===== src/rtl/cla16_mp_sequencer.sv =====
// Multi-precision add/subtract sequencer driving one external 16-bit adder.
// It processes one limb per clock, least-significant limb first, chaining carry between limbs.
module cla16_mp_sequencer #(
  parameter int WORDS = 4,
  parameter int IDXW  = 2
) (
  input  logic                clk,
  input  logic                rst_n,
  input  logic                in_valid,
  output logic                in_ready,
  input  logic                in_sub,
  input  logic [16*WORDS-1:0] in_a,
  input  logic [16*WORDS-1:0] in_b,
  output logic [15:0]         add_a,
  output logic [15:0]         add_b,
  output logic                add_cin,
  input  logic [15:0]         add_sum,
  input  logic                add_cout,
  output logic                out_valid,
  input  logic                out_ready,
  output logic [16*WORDS-1:0] out_result,
  output logic                out_cout,
  output logic                out_ovf,
  output logic                out_zero
);

  localparam int W = 16 * WORDS;

  typedef enum logic [1:0] {IDLE, RUN, DONE} state_t;

  state_t          state, state_next;
  logic [IDXW-1:0] idx;
  logic            carry;
  logic [W-1:0]    a_reg, b_reg, work_reg, work_next, result_reg;
  logic            cout_reg, ovf_reg, zero_reg;
  logic            accept, last;

  assign accept = (state == IDLE) && in_valid;
  assign last   = (idx == IDXW'(WORDS - 1));

  always_ff @(posedge clk or negedge rst_n) begin
    if (!rst_n) state <= IDLE;
    else        state <= state_next;
  end

  always_comb begin
    state_next = state;
    in_ready   = 1'b0;
    out_valid  = 1'b0;
    add_a      = '0;
    add_b      = '0;
    add_cin    = 1'b0;
    case (state)
      IDLE: begin
        in_ready = 1'b1;
        if (in_valid) state_next = RUN;
      end
      RUN: begin
        add_a   = a_reg[{idx, 4'b0000} +: 16];
        add_b   = b_reg[{idx, 4'b0000} +: 16];
        add_cin = carry;
        if (last) state_next = DONE;
      end
      DONE: begin
        out_valid = 1'b1;
        if (out_ready) state_next = IDLE;
      end
      default: state_next = IDLE;
    endcase
  end

  // Working result with the current limb already merged, so the zero flag sees the final limb.
  always_comb begin
    work_next                           = work_reg;
    work_next[{idx, 4'b0000} +: 16]     = add_sum;
  end

  always_ff @(posedge clk or negedge rst_n) begin
    if (!rst_n) begin
      a_reg      <= '0;
      b_reg      <= '0;
      work_reg   <= '0;
      result_reg <= '0;
      carry      <= 1'b0;
      idx        <= '0;
      cout_reg   <= 1'b0;
      ovf_reg    <= 1'b0;
      zero_reg   <= 1'b0;
    end else if (accept) begin
      a_reg <= in_a;
      b_reg <= in_sub ? ~in_b : in_b;
      carry <= in_sub;
      idx   <= '0;
    end else if (state == RUN) begin
      work_reg <= work_next;
      carry    <= add_cout;
      idx      <= idx + IDXW'(1);
      if (last) begin
        result_reg <= work_next;
        cout_reg   <= add_cout;
        ovf_reg    <= (a_reg[W-1] == b_reg[W-1]) && (add_sum[15] != a_reg[W-1]);
        zero_reg   <= (work_next == '0);
      end
    end
  end

  assign out_result = result_reg;
  assign out_cout   = cout_reg;
  assign out_ovf    = ovf_reg;
  assign out_zero   = zero_reg;

endmodule


===== config.mk =====
export PLATFORM = sky130hd
export DESIGN_NAME = cla16_mp_sequencer
export DESIGN_NICKNAME = d
export VERILOG_FILES = /design/src/rtl/cla16_mp_sequencer.sv
export SDC_FILE = /design/constraint.sdc
export NUM_CORES = 1
export LEC_CHECK = 0
export BUFFER_PORTS_ARGS = -buffer_cell sky130_fd_sc_hd__buf_2
export CAP_MARGIN = 20
export CORE_ASPECT_RATIO = 0.9
export CORE_MARGIN = 5
export CORE_UTILIZATION = 52
export CTS_BUF_LIST = sky130_fd_sc_hd__clkbuf_8
export DETAILED_ROUTE_END_ITERATION = 8
export GPL_ROUTABILITY_DRIVEN = 0
export PLACE_DENSITY = 0.83
export SYNTH_ARGS = -nofsm -noshare
export SYNTH_HDL_FRONTEND = slang
export SYNTH_SLANG_ARGS = --single-unit

===== constraint.sdc =====
create_clock -name clk -period 2.8 [get_ports clk]
set_input_delay 0.14 -clock clk [delete_from_list [all_inputs] [get_ports clk]]
set_output_delay 0.14 -clock clk [all_outputs]
set_load 0.02 [all_outputs]

==> reports/qor.txt, run 1 <==
number of global-route vias before repair - 11,600
Ports - 252
Setup crit end kind - primary output
Synth Instances - 1,242
worst path cell trace - buf_6 -> mux4_2 -> and2_1 -> buf_2
fin cells - 1,927
Fillers - 1,584
largest net degree at the start of global routing - 197
combinational group share of total power - 43.7%
NetSw - 7.41 mW
status - finished clean
Die Wd - 173 um
DP Worst Slack - 0.406 ns
via/cell ratio - 5.88
sequential standard cell area - 6610 sq um
synthesized cell area - 12,400 sq um
CP bufs+invs - 2
antenna violations before repair - 3
fmax - 385 MHz
Port Buffers - 251
Most used DFF post-synth - dfrtp_1
Max Clock Skew - 0.0258 ns
Synth Warn # - 0
worst slew pin tran - 1.04 ns
worst setup margin - 0.200 ns
Internal - 10.5 mW
wire per inst - 21.0 um
RSZ-0062 raised after global routing - no
power per cell area - 1120 nW/um^2
worst min path class - primary input to flop
die area - 27,000 sq um
layout cell share with drive strength beyond 1 - 23.7%
Worst slew margin - 30.9%
crit path time final - 2.60 ns
final number of hold-violating endpoints - 0
Finished Cell Area - 16,000 sq um
Starting Density - 52.8%
commonest non-fill, non-tap cell in the layout - nand2_1
Syn Area/Cell - 9.95 sq um
CTS root buf - clkbuf_8
leakage power - 7.82 nW
part of the cycle the worst path needs - 92.8%
placed cells - 1,714
max-capacitance violation count - 0
worst setup path class - flop to primary output
Flop pwr share - 37.2%
switching share of power - 41.4%
Slew Viols, Final - 0
Total Routing Usage GR - 29.5%
Synth cell types - 49
Clock Latency Late Sink - 0.56 ns
CTS buffer count - 44
CP max stage delay - 0.64 ns
number of post-CTS setup repair buffers - 0
clock tree buffer depth - 3
total power - 17.9 mW
EDFF count, synth - 0
CTS tree - built
fraction of registers with async set/reset - 100%
clock share of power - 19.1%
most frequent cells in the layout - 333 x nand2_1, 262 x dfrtp_1, 249 x buf_2
Placed Area - 13,800 sq um
Layout Nets - 1,746
first drt pass iteration count - 7
Routed WL - 40.5 mm
DP Wirelength - 21.9 mm
Final Util - 68.3%
endpoints failing setup - 0
Max VDD drop - 0.00121 V
Via Count - 11,300
R2R setup slack - 0.37 ns
worst-path fanout max - 34
first-pass GRT wire length - 64.2 mm
1st-iter DRT viols - 1,257
core area - 23,400 sq um
Worst-path clk slew - 0.06 ns
gr ovfl total - 0
floorplan die height - 156 um
WHS - 0.0424 ns
delay-heaviest family, CP - multiplexers
DR DRC count - 0
area of the multi-input gates - 5290 sq um
area grow syn2layout - 29.3%
register area share after synthesis - 53.4%
CP Data Arrival Time - 2.46 ns
syn_nets - 1,398
H-tree levels - 2
Crit path required time - 2.66 ns
post-route ant nets - 0
clock sinks - 264
# rows - 53
Fin Setup TNS - 0 ns
Slowest cell on crit path - mux4_2
CP startpoint kind - flop
synthesis-stage register bit count - 264
-- power by group through the flow --
stage | combinational (mW) | clock, mW | sequential [mW]
floorplan | 4.89 | 0 | 6.62
global placement | 7.11 | 0 | 6.46
detailed placement | 7.28 | 0 | 6.54
CTS | 7.46 | 3.41 | 6.49
global route | 8.45 | 3.62 | 6.81
finish | 7.82 | 3.41 | 6.64
-- worst paths after layout --
check,startpoint,endpoint,cells past startpoint
min in group asynchronous,rst_n,out_result[11]$_DFFE_PN0P_,2
worst max register to register,idx[0]$_DFFE_PN0P_,out_result[60]$_DFFE_PN0P_,7
worst min-delay path,add_sum[14],out_result[14]$_DFFE_PN0P_,3
worst min register to register,out_result[29]$_DFFE_PN0P_,out_result[29]$_DFFE_PN0P_,2
max in group asynchronous,rst_n,out_result[60]$_DFFE_PN0P_,3
worst max-delay path,idx[0]$_DFFE_PN0P_,add_a[4],4
-- repair_timing --
action                                  in CTS  in global routing
endpoints found under the hold margin      228                  0
hold buffers                               132                  0
endpoints found under the setup margin       2                  0
gates resized for setup                      1                  0
-- synthesized netlist by cell type (2+ instances only) --
library cell / count / area [sq um]
dfrtp_1: 264 / 6610
a41oi_1: 2 / 17.5
mux4_2: 32 / 721
nor4_1: 14 / 87.6
o21ai_0: 135 / 676
o22ai_1: 3 / 18.8
clkbuf_1: 78 / 293
inv_1: 4 / 15.0
nor2b_1: 64 / 400
a22o_2: 4 / 40.0
xnor2_1: 64 / 561
a21oi_1: 68 / 340
a22o_1: 59 / 517
ha_1: 6 / 75.1
buf_6: 2 / 22.5
buf_1: 7 / 26.3
nand4_1: 3 / 18.8
nand2b_1: 3 / 18.8
buf_2: 8 / 40.0
nor2_1: 15 / 56.3
nor3_2: 2 / 20.0
nand2_1: 334 / 1250
clkbuf_8: 6 / 82.6
nor3_1: 2 / 10.0
nand3_1: 4 / 20.0
and2_1: 36 / 225
-- metal layers --
metal  vias to the layer above  share of wire (%)  global-route usage, %  wire (um)
met5                         -                  0                      0          0
met4                         0                4.5                   13.0       1830
met1                      5440                 38                   38.5      15600
li1                       4908                  -                      -          -
met3                       156                 12                   9.11       4700
met2                       834                 46                   46.2      18400
-- layout make-up --
type	instances	share of cell area (%)
Tap cell	302	2.36
Antenna cell	4	0.0626
Inverter	4	0.0939
Clock inverter	23	0.783
Sequential cell	264	41.3
Multi-Input combinational cell	871	33.1
Timing Repair Buffer	405	17.6
Clock buffer	54	4.65
-- worst reg2reg max path, stage by stage (launching register included) --
cell and delay, ns:
dfrtp_2 0.45, inv_1 0.12, ha_1 0.29, or3b_1 0.51
nor2_2 0.43, buf_4 0.25, a21oi_1 0.08, o21ai_0 0.20
-- kinds of logic after synthesis --
family	Yosys count	share of synthesized area (%)
adder cells (fa/ha/maj)	6	0.607
flip-flops	264	53.4
XOR/XNOR	64	4.53
AND/OR/NAND/NOR	484	17.6
AO/OA/AOI/OAI	283	13.9
multiplexers	34	6.00
buffers and inverters	107	3.98
No activity file was read; power rests on OpenSTA's default activity.
==> run 2: changes to the inputs <==
- CORE_UTILIZATION: 52 -> 30
- PLACE_DENSITY: 0.83 -> 0.55
- RECOVER_POWER: not set -> 100
==> run 2 against run 1 <==
Compared with the run above:
- the flow now finishes with violations (max-capacitance violations, max-slew violations)
- cell area increased by 2.2%
- first-iteration DRC count decreased by 55%
- routed wire length decreased by 6.0%
- global-route usage decreased by 13 points
- total power decreased by 0.98%
- worst hold slack improved by 0.0076 ns
==> reports/qor.txt, run 2 (synthesized netlist as in run 1, its figures left out) <==
status - finished, violations left
failing checks - max-capacitance violations, max-slew violations
Starting Density - 30.4%
Clock Latency Late Sink - 0.57 ns
Max Clock Skew - 0.0142 ns
Ports - 252
gr ovfl total - 0
worst-path fanout max - 34
fmax - 381 MHz
endpoints failing setup - 0
H-tree levels - 2
most frequent cells in the layout - 334 x nand2_1, 262 x dfrtp_1, 165 x buf_2
power per cell area - 1080 nW/um^2
Routed WL - 38.1 mm
part of the cycle the worst path needs - 93.7%
Final Util - 40.1%
placed cells - 1,954
DR DRC count - 0
Slew Viols, Final - 68
CTS root buf - clkbuf_8
commonest non-fill, non-tap cell in the layout - nand2_1
CTS buffer count - 47
Setup crit end kind - primary output
crit path time final - 2.62 ns
Port Buffers - 251
# rows - 70
DP Worst Slack - 0.376 ns
DP Wirelength - 24.8 mm
core area - 40,700 sq um
largest net degree at the start of global routing - 192
floorplan die height - 203 um
clock sinks - 264
post-route ant nets - 0
Layout Nets - 1,756
Via Count - 10,300
CP Data Arrival Time - 2.48 ns
CP startpoint kind - flop
first drt pass iteration count - 6
Slowest cell on crit path - clkbuf_2
area grow syn2layout - 32.2%
RSZ-0062 raised after global routing - no
worst path cell trace - nor2b_4 -> clkbuf_2 -> and2_0 -> buf_2
via/cell ratio - 4.71
Crit path required time - 2.66 ns
max-capacitance violation count - 1
fin cells - 2,177
Fin Setup TNS - 0 ns
leakage power - 7.60 nW
CP bufs+invs - 2
Die Wd - 224 um
worst min path class - primary input to flop
CP max stage delay - 0.73 ns
Max VDD drop - 0.000524 V
worst setup path class - flop to primary output
number of post-CTS setup repair buffers - 0
clock tree buffer depth - 3
antenna violations before repair - 2
worst setup margin - 0.175 ns
wire per inst - 17.5 um
layout cell share with drive strength beyond 1 - 19.5%
CTS tree - built
final number of hold-violating endpoints - 0
total power - 17.7 mW
delay-heaviest family, CP - buffers and inverters
first-pass GRT wire length - 60.7 mm
worst slew pin tran - 1.83 ns
Total Routing Usage GR - 16.6%
Worst-path clk slew - 0.07 ns
Worst slew margin - -22.3%
number of global-route vias before repair - 10,600
1st-iter DRT viols - 561
die area - 45,400 sq um
## run 2: changes by cell type in the layout (fill, tap and decap cells not counted), moves of 3 or more
| cell | delta |
|---|---|
| buf_4 | -4 |
| clkinvlp_4 | -3 |
| and2_1 | -13 |
| clkbuf_1 | +71 |
| dlygate4sd3_1 | +5 |
| and2_0 | +14 |
| clkbuf_8 | +9 |
| clkbuf_2 | +18 |
| buf_2 | -84 |
## run 2: power breakdown
group	switching [mW]	total, mW	internal, mW
Combinational	4.33	7.39	3.06
Sequential	1.05	6.53	5.48
Clock	1.59	3.77	2.18
## run 2: routing by layer
metal / vias to the layer above / share of wire (%) / global-route usage (%)
met4: 0 / 1.8 / 4.05
met3: 59 / 6.9 / 3.87
met1: 4947 / 45 / 22.9
li1: 4929 / - / -
met2: 326 / 47 / 26.5
met5: - / 0 / 0
## run 2: timing repair
| item | CTS | global route |
|---|---|---|
| endpoints found under the setup margin | 17 | 17 |
| resized for setup | 2 | 2 |
| endpoints found under the hold margin | 300 | 0 |
| hold buffers | 137 | 0 |
## run 2: worst paths after layout
path | startpoint | to | slack [ns] | depth (start not counted)
worst max-delay path | state[1]$_DFFE_PN0P_ | add_b[9] | 0.18 | 4
worst min-delay path | add_sum[1] | work_reg[1]$_DFFE_PN0P_ | 0.05 | 2
worst max register to register | idx[0]$_DFFE_PN0P_ | work_reg[63]$_DFFE_PN0P_ | 0.29 | 6
worst min register to register | a_reg[61]$_DFFE_PN0P_ | a_reg[61]$_DFFE_PN0P_ | 0.47 | 2
max in group asynchronous | rst_n | a_reg[59]$_DFFE_PN0P_ | 0.51 | 3
min in group asynchronous | rst_n | out_result[15]$_DFFE_PN0P_ | 0.61 | 2
## run 2: per-stage QoR
| step | hold WS, ns | cell area, sq um |
|---|---|---|
| 4_1_cts | 0.000851 | 16500 |
| 6_report | 0.0501 | 16300 |
| 5_1_grt | 0.0169 | 16300 |
| 3_5_place_dp | 0.158 | 14100 |
| 3_3_place_gp | 0.156 | 14100 |
| 2_1_floorplan | -0.156 | 12400 |
## run 2: layout make-up
class,instances,area (sq um)
Fill cell,4049,24400
Sequential cell,264,6610
Multi-Input combinational cell,871,5270
Timing Repair Buffer,412,2770
Clock buffer,63,867
Tap cell,540,676
Clock inverter,21,135
Inverter,4,15.0
Antenna cell,2,5.00
==> run 3: changes to the inputs <==
- ABC_AREA: not set -> 1
- PLACE_DENSITY: 0.55 -> 0.54
==> run 3 against run 2 <==
Compared with the run above:
- clock skew grew 0.016 ns
- sequential share of layout area down 1.2 points
- worst hold slack gained 0.19 ns
- the flow still finishes with violations (max-capacitance violations, max-slew violations)
- clock-buffer cell count decreased by 2
- highest routed layer is now met5
- critical endpoint is now add_b[2]
- core utilization increased by 0.20 points
- maximum frequency fell by 0.86%
==> reports/qor.txt, run 3 <==
status - finished, violations left
failing checks - max-capacitance violations, max-slew violations
power per cell area - 1130 nW/um^2
first drt pass iteration count - 5
fin cells - 2,566
largest net degree at the start of global routing - 143
syn_nets - 1,754
synthesis-stage register bit count - 264
number of post-CTS setup repair buffers - 0
Starting Density - 30.3%
clock share of power - 21.0%
most frequent cells in the layout - 553 x nand2_1, 263 x dfrtp_1, 238 x o21ai_0
Layout Nets - 2,136
worst-path fanout max - 63
part of the cycle the worst path needs - 94.6%
max-capacitance violation count - 1
share of the synthesized area in the top cell type - 52.2%
sink of the worst hold path - a_reg[36]$_DFFE_PN0P_
CTS buffer count - 49
commonest non-fill, non-tap cell in the layout - nand2_1
Fin Setup TNS - 0 ns
DP Worst Slack - 0.409 ns
Area contributors post-synth - dfrtp_1 52%, nand2_1 16%, o21ai_0 8.8%, nor2_1 6.1%, xnor2_1 4.4%
fraction of registers with async set/reset - 100%
Crit path required time - 2.66 ns
total power - 19.0 mW
Ports - 252
register area share after synthesis - 52.2%
H-tree levels - 2
CTS root buf - clkbuf_8
die area - 46,400 sq um
most common library cells after synthesis - 552 x nand2_1, 264 x dfrtp_1, 222 x o21ai_0
leakage power - 8.09 nW
core area - 41,800 sq um
WHS Path Cells - 4
Worst-path clk slew - 0.06 ns
Routed WL - 43.9 mm
Max Clock Skew - 0.0298 ns
Total Routing Usage GR - 18.7%
crit path time final - 2.65 ns
Most used DFF post-synth - dfrtp_1
antenna violations before repair - 1
clock tree buffer depth - 3
Yosys top cell by area - dfrtp_1
worst slew pin tran - 2.16 ns
worst min path class - primary input to flop
area grow syn2layout - 33.1%
EDFF count, synth - 0
Synth cell types - 32
ant diodes - 0
fmax - 378 MHz
combinational group share of total power - 45.2%
hold_sp - in_a[36]
Synth Instances - 1,598
CP Data Arrival Time - 2.51 ns
wire per inst - 17.1 um
layout cell share with drive strength beyond 1 - 14.1%
Die Wd - 226 um
1st-iter DRT viols - 1,000
worst setup path class - flop to primary output
Internal - 10.3 mW
RSZ-0062 raised after global routing - no
R2R depth - 12
via/cell ratio - 4.68
Clock Latency Late Sink - 0.62 ns
worst setup margin - 0.152 ns
Final Util - 40.3%
switching share of power - 45.7%
DP Wirelength - 28.9 mm
DR DRC count - 0
CTS tree - built
cell with the most instances after synthesis - nand2_1
Setup crit end kind - primary output
Flop pwr share - 33.8%
Port Buffers - 251
NetSw - 8.66 mW
Worst slew margin - -44.3%
endpoints failing setup - 0
clock sinks - 264
R2R setup slack - 0.21 ns
# rows - 71
Max VDD drop - 0.000569 V
final number of hold-violating endpoints - 0
synthesized cell area - 12,600 sq um
floorplan die height - 205 um
gr ovfl total - 0
first-pass GRT wire length - 68.9 mm
R2R Path Start - idx[0]$_DFFE_PN0P_
R2R Path End - out_zero$_DFFE_PN0P_
Via Count - 12,000
placed cells - 2,319
CP startpoint kind - flop
Slew Viols, Final - 74
Syn Area/Cell - 7.92 sq um
post-route ant nets - 0
Critical path origin - idx[0]$_DFFE_PN0P_
number of global-route vias before repair - 12,300
Synth Warn # - 0
run 3: layout make-up:
type	count	area (sq um)
fill	4276	24900
sequential	264	6610
multi-input combinational	1174	5320
timing repair buffer	428	2940
clock buffer	61	840
tap	547	684
inverter	63	240
clock inverter	29	206
run 3: metrics by stage:
step                instance area, sq um  hold slack (ns)
CTS                                17000           0.0998
global route                       16800            0.229
detailed placement                 14400            0.175
floorplan                          12600           -0.156
finish                             16800            0.241
global placement                   14400            0.171
run 3: worst max-delay path: stages, from the launching register on:
cell and delay (ns):
dfrtp_4 0.47, clkinv_2 0.17, buf_6 0.44, o21ai_0 0.34, a21oi_1 0.25, clkbuf_2 0.21
run 3: cell families after synthesis:
logic type / synth area share, %
AND/OR/NAND/NOR: 24.4
AO/OA/AOI/OAI: 12.8
flip-flops: 52.2
buffers and inverters: 5.52
XOR/XNOR: 4.43
adder cells (fa/ha/maj): 0.594
run 3: repair_timing:
action | 4_1_cts | 5_1_grt
setup endpoints to repair | 32 | 6
hold endpoints to repair | 233 | 0
hold buffers | 157 | 0
resized for setup | 3 | 1
run 3: worst max path at each step:
stage | end | slack (ns)
global route | add_b[13] | 0.03
detailed placement | add_a[15] | 0.41
finish | add_b[2] | 0.15
global placement | add_a[15] | 0.39
floorplan | out_zero$_DFFE_PN0P_ | 0.45
CTS | add_a[15] | 0.04
run 3: power groups by stage:
stage / sequential (mW) / clock [mW] / combinational, mW
2_1_floorplan: 6.72 / 0 / 5.50
3_3_place_gp: 6.39 / 0 / 8.64
3_5_place_dp: 6.43 / 0 / 8.69
4_1_cts: 6.39 / 4.12 / 8.93
5_1_grt: 6.60 / 4.29 / 9.65
6_report: 6.41 / 3.99 / 8.58
run 3: metal layers:
metal	part of all wire, %	wire, um	vias up	global-route usage, %
met1	45	19600	5640	25.6
met3	7.2	3150	86	4.17
met5	0.016	7	-	0
met4	2.7	1200	2	5.74
met2	45	19900	429	29.7
li1	-	-	5840	-
